[config.mk]
export PLATFORM = sky130hd
export DESIGN_NAME = load_store_unit_flat
export DESIGN_NICKNAME = d
export VERILOG_FILES = /design/src/rtl/lsu_bus_if.sv /design/src/rtl/load_store_unit.sv /design/src/flat_wrapper.sv
export SDC_FILE = /design/constraint.sdc
export NUM_CORES = 1
export LEC_CHECK = 0
export ABC_AREA = 1
export ABC_CLOCK_PERIOD_IN_PS = 2600
export BUFFER_PORTS_ARGS = -buffer_cell sky130_fd_sc_hd__clkbuf_2
export CAP_MARGIN = 20
export CORE_MARGIN = 4
export CORE_UTILIZATION = 27
export CTS_BUF_LIST = sky130_fd_sc_hd__clkbuf_8 sky130_fd_sc_hd__clkbuf_16
export CTS_CLUSTER_DIAMETER = 60
export DETAILED_ROUTE_END_ITERATION = 6
export GPL_ROUTABILITY_DRIVEN = 0
export HOLD_SLACK_MARGIN = 0.06
export PLACE_DENSITY_LB_ADDON = 0.3
export SLEW_MARGIN = 20
export SYNTH_ARGS = -nofsm -noshare
export SYNTH_HDL_FRONTEND = slang
export SYNTH_SLANG_ARGS = --single-unit
[constraint.sdc]
create_clock -name clk -period 2.6 [get_ports clk]
set_clock_uncertainty 0.1 [all_clocks]
set_input_delay 0.26 -clock clk [delete_from_list [all_inputs] [get_ports clk]]
set_output_delay 0.26 -clock clk [all_outputs]
set_load 0.005 [all_outputs]
[src/rtl/lsu_bus_if.sv]
// Word-wide request/grant/response data bus between the load/store unit (master) and memory (slave).
interface lsu_bus_if #(
    parameter int unsigned XLEN = 32
);
    localparam int unsigned BE_W = XLEN / 8;

    logic            bus_req;
    logic            bus_we;
    logic [XLEN-1:0] bus_addr;
    logic [BE_W-1:0] bus_be;
    logic [XLEN-1:0] bus_wdata;
    logic            bus_gnt;
    logic            bus_rvalid;
    logic [XLEN-1:0] bus_rdata;

    modport master (
        output bus_req, bus_we, bus_addr, bus_be, bus_wdata,
        input  bus_gnt, bus_rvalid, bus_rdata
    );

    modport slave (
        input  bus_req, bus_we, bus_addr, bus_be, bus_wdata,
        output bus_gnt, bus_rvalid, bus_rdata
    );
endinterface

[src/rtl/load_store_unit.sv]
// Memory-stage load/store engine: sized accesses to word bus transactions, load extension, stall control.
// Optional bus timeout watchdog enabled by defining LSU_BUS_TIMEOUT_EN.
module load_store_unit #(
    parameter int unsigned XLEN           = 32,
    parameter int unsigned TIMEOUT_CYCLES = 16
) (
    input  logic             clk,
    input  logic             reset,
    input  logic             mem_valid,
    input  logic             mem_we,
    input  logic [2:0]       funct3,
    input  logic [XLEN-1:0]  addr,
    input  logic [XLEN-1:0]  wdata,
    output logic [XLEN-1:0]  load_data,
    output logic             access_done,
    output logic             stall_memory,
    output logic             misaligned,
    output logic             bus_err,
    lsu_bus_if.master        bus
);

    if (XLEN != 32 || TIMEOUT_CYCLES == 0) begin : g_cfg_check
        $error("load_store_unit supports XLEN=32 and TIMEOUT_CYCLES>0 only");
    end

    typedef enum logic [1:0] {
        S_IDLE   = 2'd0,
        S_REQ    = 2'd1,
        S_WAIT_R = 2'd2,
        S_DONE   = 2'd3
    } state_e;

    state_e          state_q, state_d;
    logic [XLEN-1:0] load_data_q, load_data_d;

    logic            illegal_c;
    logic            misalign_c;
    logic            access_bad_c;
    logic [3:0]      be_c;
    logic [XLEN-1:0] wdata_rep_c;
    logic [XLEN-1:0] rdata_sh_c;
    logic [XLEN-1:0] load_ext_c;
    logic            req_c;

`ifdef LSU_BUS_TIMEOUT_EN
    localparam int unsigned CNT_W = $clog2(TIMEOUT_CYCLES + 1);

    logic [CNT_W-1:0] cnt_q, cnt_d;
    logic             bus_err_q, bus_err_d;
    logic             timeout_c;

    assign timeout_c = (cnt_q == CNT_W'(TIMEOUT_CYCLES - 1));
`endif

    // Access decode: legality, lane enables, store replication and load extraction.
    always_comb begin
        illegal_c = 1'b0;
        case (funct3)
            3'b000, 3'b001, 3'b010: illegal_c = 1'b0;
            3'b100, 3'b101:         illegal_c = mem_we;
            default:                illegal_c = 1'b1;
        endcase

        misalign_c = 1'b0;
        case (funct3[1:0])
            2'b01:   misalign_c = addr[0];
            2'b10:   misalign_c = (addr[1:0] != 2'b00);
            default: misalign_c = 1'b0;
        endcase
        access_bad_c = illegal_c | misalign_c;

        be_c        = 4'b1111;
        wdata_rep_c = wdata;
        case (funct3[1:0])
            2'b00: begin
                be_c        = 4'b0001 << addr[1:0];
                wdata_rep_c = {4{wdata[7:0]}};
            end
            2'b01: begin
                be_c        = 4'b0011 << addr[1:0];
                wdata_rep_c = {2{wdata[15:0]}};
            end
            default: begin
                be_c        = 4'b1111;
                wdata_rep_c = wdata;
            end
        endcase

        rdata_sh_c = bus.bus_rdata >> {addr[1:0], 3'b000};
        case (funct3)
            3'b000:  load_ext_c = {{(XLEN-8){rdata_sh_c[7]}},   rdata_sh_c[7:0]};
            3'b001:  load_ext_c = {{(XLEN-16){rdata_sh_c[15]}}, rdata_sh_c[15:0]};
            3'b100:  load_ext_c = {{(XLEN-8){1'b0}},            rdata_sh_c[7:0]};
            3'b101:  load_ext_c = {{(XLEN-16){1'b0}},           rdata_sh_c[15:0]};
            default: load_ext_c = rdata_sh_c;
        endcase
    end

    // State and datapath registers.
    always_ff @(posedge clk) begin
        if (reset) begin
            state_q     <= S_IDLE;
            load_data_q <= '0;
`ifdef LSU_BUS_TIMEOUT_EN
            cnt_q       <= '0;
            bus_err_q   <= 1'b0;
`endif
        end else begin
            state_q     <= state_d;
            load_data_q <= load_data_d;
`ifdef LSU_BUS_TIMEOUT_EN
            cnt_q       <= cnt_d;
            bus_err_q   <= bus_err_d;
`endif
        end
    end

    // Next-state and load result.
    always_comb begin
        state_d     = state_q;
        load_data_d = load_data_q;
`ifdef LSU_BUS_TIMEOUT_EN
        bus_err_d   = 1'b0;
`endif
        case (state_q)
            S_IDLE: begin
                if (mem_valid) begin
                    if (access_bad_c) begin
                        state_d     = S_DONE;
                        load_data_d = '0;
                    end else if (bus.bus_gnt) begin
                        state_d = mem_we ? S_DONE : S_WAIT_R;
                    end else begin
                        state_d = S_REQ;
                    end
                end
            end
            S_REQ: begin
                if (bus.bus_gnt) begin
                    state_d = mem_we ? S_DONE : S_WAIT_R;
                end
`ifdef LSU_BUS_TIMEOUT_EN
                else if (timeout_c) begin
                    state_d     = S_DONE;
                    load_data_d = '0;
                    bus_err_d   = 1'b1;
                end
`endif
            end
            S_WAIT_R: begin
                if (bus.bus_rvalid) begin
                    state_d     = S_DONE;
                    load_data_d = load_ext_c;
                end
`ifdef LSU_BUS_TIMEOUT_EN
                else if (timeout_c) begin
                    state_d     = S_DONE;
                    load_data_d = '0;
                    bus_err_d   = 1'b1;
                end
`endif
            end
            S_DONE: state_d = S_IDLE;
            default: state_d = S_IDLE;
        endcase

`ifdef LSU_BUS_TIMEOUT_EN
        // Watchdog restarts on every entry into a waiting state.
        if (state_d != state_q) begin
            cnt_d = '0;
        end else if (state_q == S_REQ || state_q == S_WAIT_R) begin
            cnt_d = cnt_q + CNT_W'(1);
        end else begin
            cnt_d = cnt_q;
        end
`endif
    end

    // Outputs: bus fields are only driven while a request is presented.
    always_comb begin
        req_c        = 1'b0;
        stall_memory = 1'b0;
        misaligned   = 1'b0;
        access_done  = 1'b0;
        case (state_q)
            S_IDLE: begin
                if (mem_valid) begin
                    stall_memory = 1'b1;
                    misaligned   = access_bad_c;
                    req_c        = ~access_bad_c;
                end
            end
            S_REQ: begin
                stall_memory = 1'b1;
                req_c        = 1'b1;
            end
            S_WAIT_R: stall_memory = 1'b1;
            S_DONE:   access_done  = 1'b1;
            default:  stall_memory = 1'b0;
        endcase

        bus.bus_req   = req_c;
        bus.bus_we    = req_c & mem_we;
        bus.bus_addr  = req_c ? {addr[XLEN-1:2], 2'b00} : '0;
        bus.bus_be    = req_c ? be_c : 4'b0000;
        bus.bus_wdata = req_c ? wdata_rep_c : '0;
    end

    assign load_data = load_data_q;

`ifdef LSU_BUS_TIMEOUT_EN
    assign bus_err = bus_err_q;
`else
    assign bus_err = 1'b0;
`endif

endmodule
[src/flat_wrapper.sv]
// flat-port wrapper written by rule: the top's interface ports become plain ports
module load_store_unit_flat 
#(
    parameter int unsigned XLEN           = 32,
    parameter int unsigned TIMEOUT_CYCLES = 16
)
  (clk, reset, mem_valid, mem_we, funct3, addr, wdata, load_data, access_done, stall_memory, misaligned, bus_err, bus_bus_req, bus_bus_we, bus_bus_addr, bus_bus_be, bus_bus_wdata, bus_bus_gnt, bus_bus_rvalid, bus_bus_rdata);
  lsu_bus_if #(.XLEN(XLEN)) bus_i ();
  input  logic clk;
  input  logic reset;
  input  logic mem_valid;
  input  logic mem_we;
  input  logic [2:0] funct3;
  input  logic [XLEN-1:0] addr;
  input  logic [XLEN-1:0] wdata;
  output logic [XLEN-1:0] load_data;
  output logic access_done;
  output logic stall_memory;
  output logic misaligned;
  output logic bus_err;
  output wire logic [$bits(bus_i.bus_req)-1:0] bus_bus_req;
  output wire logic [$bits(bus_i.bus_we)-1:0] bus_bus_we;
  output wire logic [$bits(bus_i.bus_addr)-1:0] bus_bus_addr;
  output wire logic [$bits(bus_i.bus_be)-1:0] bus_bus_be;
  output wire logic [$bits(bus_i.bus_wdata)-1:0] bus_bus_wdata;
  input wire logic [$bits(bus_i.bus_gnt)-1:0] bus_bus_gnt;
  input wire logic [$bits(bus_i.bus_rvalid)-1:0] bus_bus_rvalid;
  input wire logic [$bits(bus_i.bus_rdata)-1:0] bus_bus_rdata;
  assign bus_bus_req = bus_i.bus_req;
  assign bus_bus_we = bus_i.bus_we;
  assign bus_bus_addr = bus_i.bus_addr;
  assign bus_bus_be = bus_i.bus_be;
  assign bus_bus_wdata = bus_i.bus_wdata;
  assign bus_i.bus_gnt = bus_bus_gnt;
  assign bus_i.bus_rvalid = bus_bus_rvalid;
  assign bus_i.bus_rdata = bus_bus_rdata;
  load_store_unit #(.XLEN(XLEN), .TIMEOUT_CYCLES(TIMEOUT_CYCLES)) u_core (.clk(clk), .reset(reset), .mem_valid(mem_valid), .mem_we(mem_we), .funct3(funct3), .addr(addr), .wdata(wdata), .load_data(load_data), .access_done(access_done), .stall_memory(stall_memory), .misaligned(misaligned), .bus_err(bus_err), .bus(bus_i));
endmodule
== After elaboration in Yosys (flattened, before gate mapping) ==
Index checks and enable logic that the tools add are counted.
Operators by class
  shifts and indexed selects: 3
  multiplexer cells: 26
  eq/ne operators: 13
  reductions and logical operators: 10
  bitwise operators: 3
Operator list (number)
  32-bit two-way mux: 5
  32-bit one-hot mux with 2 select lines: 2
  32-bit one-hot mux with 4 select lines: 1
  32-bit by 5-bit >> shifter with 32-bit output: 1
  2-bit two-way mux: 5
  1-bit one-hot mux with 2 select lines: 4
  2-bit one-hot mux with 4 select lines: 1
  4-bit one-hot mux with 2 select lines: 1
  2-bit == test (second input constant): 3
  3-bit == test (second input constant): 2
  1-bit two-way mux: 6
  2-bit != test (second input constant): 3
  2-bit by 1-bit == test with 1-bit output (second input constant): 2
  2-bit logical NOT: 2
  4-bit two-way mux: 1
  4-bit AND reduction: 1
  2-bit nonzero test: 2
  2-bit OR reduction: 2
  1-bit by 2-bit left shift with 4-bit output (first input constant): 1
  2-bit by 2-bit left shift with 4-bit output (first input constant): 1
  3-bit by 1-bit == test with 1-bit output (second input constant): 1
  3-bit by 2-bit == test with 1-bit output (second input constant): 1
  3-bit logical NOT: 1
  3-bit AND reduction: 1
  5 further kinds: 5
Word-level totals
  bits in registers: 34
  input port bits: 105

== Depth between registers and ports, before layout ==
Gate-level depths: netlist of run 1.
  word-level depth: 8
  mapped depth: 14

== Least setup slack after synthesis of run 1 ==
No wires, ideal clock.
  path kind: input port to output port
  start point: input funct3[0]
  end point: output bus_bus_be[1]
  arrival: 1.403 ns
  setup slack: 0.837 ns
  cell stages on the path: 9
  buffers on the path: 2
  path through: inv_1 -> ha_1 -> inv_2 -> nand2_1 -> buf_2 -> inv_2 -> clkbuf_1 -> a21oi_1 -> nor2_1
Between the ends
  longest elaborated chain between the ends: 8
  elaborated cells on any way between the ends: 18
Ends and longest elaborated chain
  start: declaration: line flat_wrapper.sv:13  | input logic [2:0] funct3;
  3-bit by 2-bit == test with 1-bit output (tied with other cells): line load_store_unit.sv:58  | case (funct3)
  3-bit OR reduction or 2-bit OR reduction (tied branches): line load_store_unit.sv:58
  1-bit one-hot mux with 2 select lines: line load_store_unit.sv:58
  1-bit OR: line load_store_unit.sv:70  | access_bad_c = illegal_c | misalign_c;
  1-bit NOT: line load_store_unit.sv:190  | req_c = ~access_bad_c;
  1-bit two-way mux: line load_store_unit.sv:187  | if (mem_valid) begin
  1-bit one-hot mux with 2 select lines: line load_store_unit.sv:185  | case (state_q)
  4-bit two-way mux (*): line load_store_unit.sv:205  | bus.bus_be = req_c ? be_c : 4'b0000;
  end: declaration: line flat_wrapper.sv:24  | output wire logic [$bits(bus_i.bus_be)-1:0] bus_bus_be;
Mark *: on every way between the ends. The rest lies on a longest branch, timed or not.

== Worst setup path in the final report of run 1 ==
  start point: input funct3[0]
  end point: output bus_bus_wdata[11]
Between the ends
  longest elaborated chain between the ends: 8
  elaborated cells on any way between the ends: 18
Ends and longest elaborated chain
  3-bit by 2-bit == test with 1-bit output (tied with other cells): line load_store_unit.sv:58
  3-bit OR reduction or 2-bit OR reduction (tied branches): line load_store_unit.sv:58
  1-bit one-hot mux with 2 select lines: line load_store_unit.sv:58
  1-bit OR: line load_store_unit.sv:70
  1-bit NOT: line load_store_unit.sv:190
  1-bit two-way mux: line load_store_unit.sv:187
  1-bit one-hot mux with 2 select lines: line load_store_unit.sv:185
  32-bit two-way mux (*): line load_store_unit.sv:206  | bus.bus_wdata = req_c ? wdata_rep_c : '0;
  end: declaration: line flat_wrapper.sv:25  | output wire logic [$bits(bus_i.bus_wdata)-1:0] bus_bus_wdata;
Marks and branches as above.

==> impl_metrics.env, run 1 <==
export IMPL_h_tree_depth=2
export IMPL_cts_sinks=34
export IMPL_grt_overflow_total=0
export IMPL_die_h_um=117
export IMPL_drcViolationCount=0
export IMPL_clk_pin_slew_ns=0.05
export IMPL_synth_seq_cells=34
export IMPL_endpoint_kind="output port"
export IMPL_coreArea_um2=11500
export IMPL_io_pins=211
export IMPL_netlist_area_um2=3220
export IMPL_hpwl_mm=10.7
export IMPL_drt_first_pass_iters=7
export IMPL_ir_drop_v=0.000269
export IMPL_final_period_utilization_pct=88.6
export IMPL_rsz0062_at_grt="no"
export IMPL_setup_violations=0
export IMPL_cts_hold_buffers=0
export IMPL_antenna_found_initial=0
export IMPL_portBuffers=207
export IMPL_crit_start="funct3[0]"
export IMPL_start_util_pct=27.9
export IMPL_period_needed_ns=2.30
export IMPL_status="completed"
export IMPL_cp_data_required_time_ns=2.24
export IMPL_drive_gt1_share_pct=30.3
export IMPL_max_cap_violations=0
export IMPL_yosys_area_share_simple_pct=39.6
export IMPL_hold_path_startpoint="reset"
export IMPL_synth_area_per_cell_um2=5.34
export IMPL_clock_path_buffers=2
export IMPL_antenna_cells=0
export IMPL_fin_area_um2=4450
export IMPL_cts_root_buf="clkbuf_16"
export IMPL_cts_tree="done"
export IMPL_cts_setup_buffers=0
export IMPL_grt_max_degree=52
export IMPL_worstSetupPathType="input port to output port"
export IMPL_cp_arrival_ns=1.94
export IMPL_synth_compound_area_share_pct=18.0
export IMPL_slowest_stage="inv_2"
export IMPL_clkPwrFrac_pct=14.4
export IMPL_synth_top_family_by_area="simple AND/OR/NAND/NOR gates"
export IMPL_swShare_pct=47.3
export IMPL_synth_largest_area_cell="dfxtp_1"
export IMPL_synth_warnings=0
export IMPL_track_usage_pct=18.8
export IMPL_finalHoldViolCount=0
export IMPL_clock_latency_ns=0.28
export IMPL_slew_violations=0
export IMPL_critPathMaxStageDelay_ns=0.25
export IMPL_switching_power_w=0.00192
export IMPL_rows=39
export IMPL_syn_to_final_growth_pct=38.5
export IMPL_fmax_mhz=434
export IMPL_synth_cell_types=25
export IMPL_synthTopCellsByArea="dfxtp_1 21%, nand2_1 17%, nor2_1 14%"
export IMPL_placed_cell_area_um2=4300
export IMPL_critPathMaxFanout=28
export IMPL_fin_tns_setup_ns=0
export IMPL_leakage_nw=2.72
export IMPL_ant_nets=0
export IMPL_vias=4197
export IMPL_powerDensity_nw_per_um2=911
export IMPL_p_int_w=0.00214
export IMPL_viasPerCell=4.50
export IMPL_combPwrFrac_pct=62.7
export IMPL_synthCells=602
export IMPL_fp_dieW_um=117
export IMPL_drt_iter0_markers=337
export IMPL_synth_adder_area_share_pct=2.72
export IMPL_first_global_vias=3906
export IMPL_crit_chain="clkbuf_2 -> inv_1 -> ha_1 -> inv_2 -> nand2_1 -> buf_4 -> inv_2 -> o21ai_0 -> a21oi_1 -> clkbuf_2"
export IMPL_synth_top_area_share_pct=21.2
export IMPL_avgRoutedWirePerCell_um=14.1
export IMPL_hold_path_class="input port to flop"
export IMPL_die_area_um2=13700
export IMPL_routed_wl_mm=13.2
export IMPL_cp_start_kind="input port"
export IMPL_worstReg2RegStart="u_core.state_q[0]"
export IMPL_seqPwrFrac_pct=22.8
export IMPL_nNetsFinal=901
export IMPL_yosys_area_share_xor_xnor_pct=0
export IMPL_grt_pass1_wl_mm=20.4
export IMPL_yosysSeqAreaShare_pct=21.2
export IMPL_cts_buffers=5
export IMPL_synth_mux_area_share_pct=0
==> cell families (layout without fill, tap and decap cells) <==
kind of cell	count (synthesis)	count (layout)
flip-flops	34	34
adder cells (fa/ha/maj)	7	7
AND/OR/NAND/NOR	313	313
buffers and inverters	139	325
other	1	3
AO/OA/AOI/OAI	108	108
==> placed cells by master, fill, tap and decap left out, drive strengths merged <==
master / n
ha: 7
o211ai: 10
clkbuf: 213
dfxtp: 34
nand3: 36
inv: 100
a31oi: 1
a21oi: 54
nand4: 1
conb: 3
o22ai: 9
nor2: 121
nand2: 154
o21ai: 34
buf: 11
nand3b: 1
clkinv: 1
==> metrics by stage <==
| stage | cells | hold slack [ns] | total power (W) | util [%] | setup WS, ns |
|---|---|---|---|---|---|
| after floorplan | 604 | 0.316 | 0.00253 | - | 0.837 |
| after global placement | 925 | 0.350 | 0.00349 | 37.4 | 0.179 |
| after detailed placement | 925 | 0.363 | 0.00350 | 37.4 | 0.151 |
| after CTS | 933 | 0.165 | 0.00410 | 38.6 | 0.101 |
| after global routing | 933 | 0.191 | 0.00453 | 38.7 | 0.0358 |
| final | 933 | 0.167 | 0.00406 | 38.7 | 0.297 |
==> state kept, by name (all words and copies together), names as in the netlist <==
| signal | flops |
|---|---|
| u_core.state_q | 2 |
| u_core.load_data | 32 |
==> final cells by class <==
type	instances	area, um2
Fill cell	1333	7060
Sequential cell	34	681
Timing Repair Buffer	218	1120
Clock inverter	2	8.76
Multi-Input combinational cell	431	1950
Inverter	99	377
Clock buffer	6	139
Tap cell	143	179
==> layer usage <==
layer | vias to the layer above | share of wire [%] | track usage (%)
met3 | 24 | 5.3 | 3.08
met5 | - | 0 | 0
met4 | 0 | 2.6 | 4.66
li1 | 2222 | - | -
met2 | 134 | 44 | 28.1
met1 | 1817 | 48 | 28.0
==> cells in the mapped netlist <==
master and count:
o22ai_1 9, inv_4 1, o21ai_0 34, buf_1 1
conb_1 1, nand3_4 2, nand3_1 33, inv_1 93
nand4_1 1, inv_2 5, clkbuf_1 12, dfxtp_1 34
buf_2 18, nand2_2 4, a31oi_1 1, ha_1 7
nand3_2 1, nand3b_1 1, a21oi_1 54, o211ai_1 10
nor2_1 121, buf_4 6, nand2_4 1, buf_6 3
nand2_1 149
==> path summary, 6_finish.rpt <==
check | end | depth (start not counted) | slack [ns]
max | bus_bus_wdata[11] | 10 | 0.30
min | u_core.state_q[0] | 4 | 0.17
max reg2reg | u_core.load_data[7] | 9 | 0.33
min reg2reg | u_core.load_data[2] | 2 | 0.37
==> what timing repair did <==
action | 4_1_cts | 5_1_grt
gates resized for setup | 0 | 2
setup endpoints to repair | 0 | 51
hold endpoints to repair | 0 | 0
==> power groups by stage <==
| stage | combinational, W | sequential (W) | clock [W] |
|---|---|---|---|
| 2_1_floorplan | 0.00157 | 0.000951 | 0 |
| 3_3_place_gp | 0.00255 | 0.000935 | 0 |
| 3_5_place_dp | 0.00255 | 0.000949 | 0 |
| 4_1_cts | 0.00257 | 0.000936 | 0.000601 |
| 5_1_grt | 0.00293 | 0.000969 | 0.000624 |
| 6_report | 0.00255 | 0.000927 | 0.000586 |
==> worst max-delay path, delay by kind of cell <==
family | cells | cell delay, ns
buffers and inverters | 6 | 0.95
AO/OA/AOI/OAI | 2 | 0.42
adder cells (fa/ha/maj) | 1 | 0.22
AND/OR/NAND/NOR | 1 | 0.09
Power figures use the tool's default switching activity.
==> run 2, diff against run 1 <==
==> constraint.sdc (replaced) <==
create_clock -name clk -period 2.6 [get_ports clk]
set_clock_uncertainty 0.1 [all_clocks]
set_input_delay 0.52 -clock clk [delete_from_list [all_inputs] [get_ports clk]]
set_output_delay 0.52 -clock clk [all_outputs]
set_load 0.005 [all_outputs]
==> impl_metrics.env, run 2 (synthesized netlist as in run 1, its figures left out) <==
export IMPL_critPathMaxFanout=19
export IMPL_viasPerCell=4.54
export IMPL_final_core_util_pct=41.1
export IMPL_hold_path_startpoint="u_core.load_data[4]"
export IMPL_die_area_um2=13700
export IMPL_clk_pin_slew_ns=0.05
export IMPL_slew_violations=0
export IMPL_reg2reg_to="u_core.load_data[29]"
export IMPL_first_global_vias=3787
export IMPL_leakage_nw=2.82
export IMPL_io_pins=211
export IMPL_grt_max_degree=52
export IMPL_use_met1_pct=27.1
export IMPL_cp_data_required_time_ns=1.98
export IMPL_clock_path_buffers=2
export IMPL_cp_start_kind="input port"
export IMPL_cts_root_buf="clkbuf_16"
export IMPL_drive_gt1_share_pct=34.6
export IMPL_worstSetupPathType="input port to output port"
export IMPL_rows=39
export IMPL_final_period_utilization_pct=99.4
export IMPL_vias=4291
export IMPL_cp_arrival_ns=1.96
export IMPL_syn_to_final_growth_pct=47.1
export IMPL_placed_cell_area_um2=4370
export IMPL_num_fill_cells=1298
export IMPL_status="completed"
export IMPL_avgRoutedWirePerCell_um=14.4
export IMPL_use_met3_pct=3.34
export IMPL_cts_sinks=34
export IMPL_ff2ff_setup_slack_ns=0.48
export IMPL_busiest_layer="met2"
export IMPL_dp_cells=931
export IMPL_cts_buffers=5
export IMPL_ant_nets=0
export IMPL_hpwl_mm=10.7
export IMPL_finalHoldViolCount=0
export IMPL_max_cap_violations=0
export IMPL_fp_dieW_um=117
export IMPL_worst_r2r_path_depth=9
export IMPL_fin_tns_setup_ns=0
export IMPL_worstReg2RegStart="u_core.state_q[0]"
export IMPL_fin_area_um2=4730
export IMPL_final_common_cell="clkbuf_2"
export IMPL_endpoint_kind="output port"
export IMPL_min_delay_path_depth=2
export IMPL_coreArea_um2=11500
export IMPL_cts_tree="done"
export IMPL_antenna_found_initial=0
export IMPL_routed_wl_mm=13.6
export IMPL_drt_iter0_markers=292
export IMPL_powerDensity_nw_per_um2=946
export IMPL_setup_violations=0
export IMPL_holdWs_ns=0.369
export IMPL_hold_path_class="flop to flop"
export IMPL_largest_register_ffs=32
export IMPL_period_needed_ns=2.58
export IMPL_grt_pass1_wl_mm=19.8
export IMPL_fmax_mhz=387
export IMPL_start_util_pct=27.9
export IMPL_grtUsageMet2_pct=27.9
export IMPL_clock_latency_ns=0.28
export IMPL_grt_overflow_total=0
export IMPL_final_cell_mix="200 x clkbuf_2, 147 x nand2_1, 105 x nor2_1"
export IMPL_antenna_cells=0
export IMPL_ir_drop_v=0.000300
export IMPL_rsz0062_at_grt="yes"
export IMPL_h_tree_depth=2
export IMPL_die_h_um=117
export IMPL_track_usage_pct=18.3
export IMPL_drcViolationCount=0
export IMPL_finalNonFillerCells=946
export IMPL_drt_first_pass_iters=4
export IMPL_min_to="u_core.load_data[4]"
export IMPL_portBuffers=207
export IMPL_nNetsFinal=914
run 2: cell count changes in the layout (fill, tap and decap cells not counted), sizes merged:
| cell | before | now |
|---|---|---|
| buf | 11 | 29 |
| clkbuf | 213 | 210 |
| clkinv | 1 | 0 |
| inv | 100 | 99 |
run 2: area by class of cell:
| type | instances | area [um2] | area share (%) |
|---|---|---|---|
| clock buffers | 8 | 166 | 3.52 |
| inverters | 99 | 382 | 8.07 |
| multi-input cells | 431 | 2040 | 43.1 |
| flip-flops and latches | 34 | 681 | 14.4 |
| well taps | 143 | 179 | 3.78 |
| repair buffers | 231 | 1290 | 27.2 |
run 2: through the flow:
step	total power [W]	worst slack, ns
floorplan	0.00253	0.317
CTS	0.00427	0.00283
finish	0.00448	0.0155
global route	0.00495	-0.0680
detailed placement	0.00360	-0.0159
global placement	0.00359	0.0248
run 2: power by group:
group / internal (W) / switching (W)
Sequential: 0.000790 / 0.000133
Clock: 0.000433 / 0.000215
Combinational: 0.00121 / 0.00170
run 2: metal layers:
layer | part of all wire [%] | vias up | routed length (um)
li1 | - | 2242 | -
met3 | 5.8 | 20 | 783
met5 | 0 | - | 0
met1 | 48 | 1890 | 6540
met4 | 1.6 | 0 | 212
met2 | 45 | 139 | 6070
run 2: worst max-delay path by stage:
stage / from / endpoint / slack (ns)
after CTS: funct3[1] / bus_bus_be[0] / 0.003
after global routing: funct3[1] / bus_bus_wdata[14] / -0.07
after floorplan: funct3[0] / bus_bus_be[1] / 0.32
after global placement: funct3[1] / bus_bus_wdata[13] / 0.02
after detailed placement: funct3[1] / bus_bus_wdata[13] / -0.02
final: funct3[1] / bus_bus_wdata[24] / 0.02
run 2: critical path: stages:
cell,delay [ns]
clkbuf_2,0.14
inv_2,0.08
ha_4,0.16
inv_1,0.08
nand2_2,0.07
buf_4,0.13
buf_4,0.15
inv_6,0.13
o21ai_1,0.13
nor2_1,0.22
clkbuf_2,0.16
run 2: timing repair:
action	CTS	global route
gates cloned	0	3
pin swaps	0	5
hold buffers	0	0
resized for setup	2	47
endpoints found under the setup margin	1	67
setup buffers	0	4
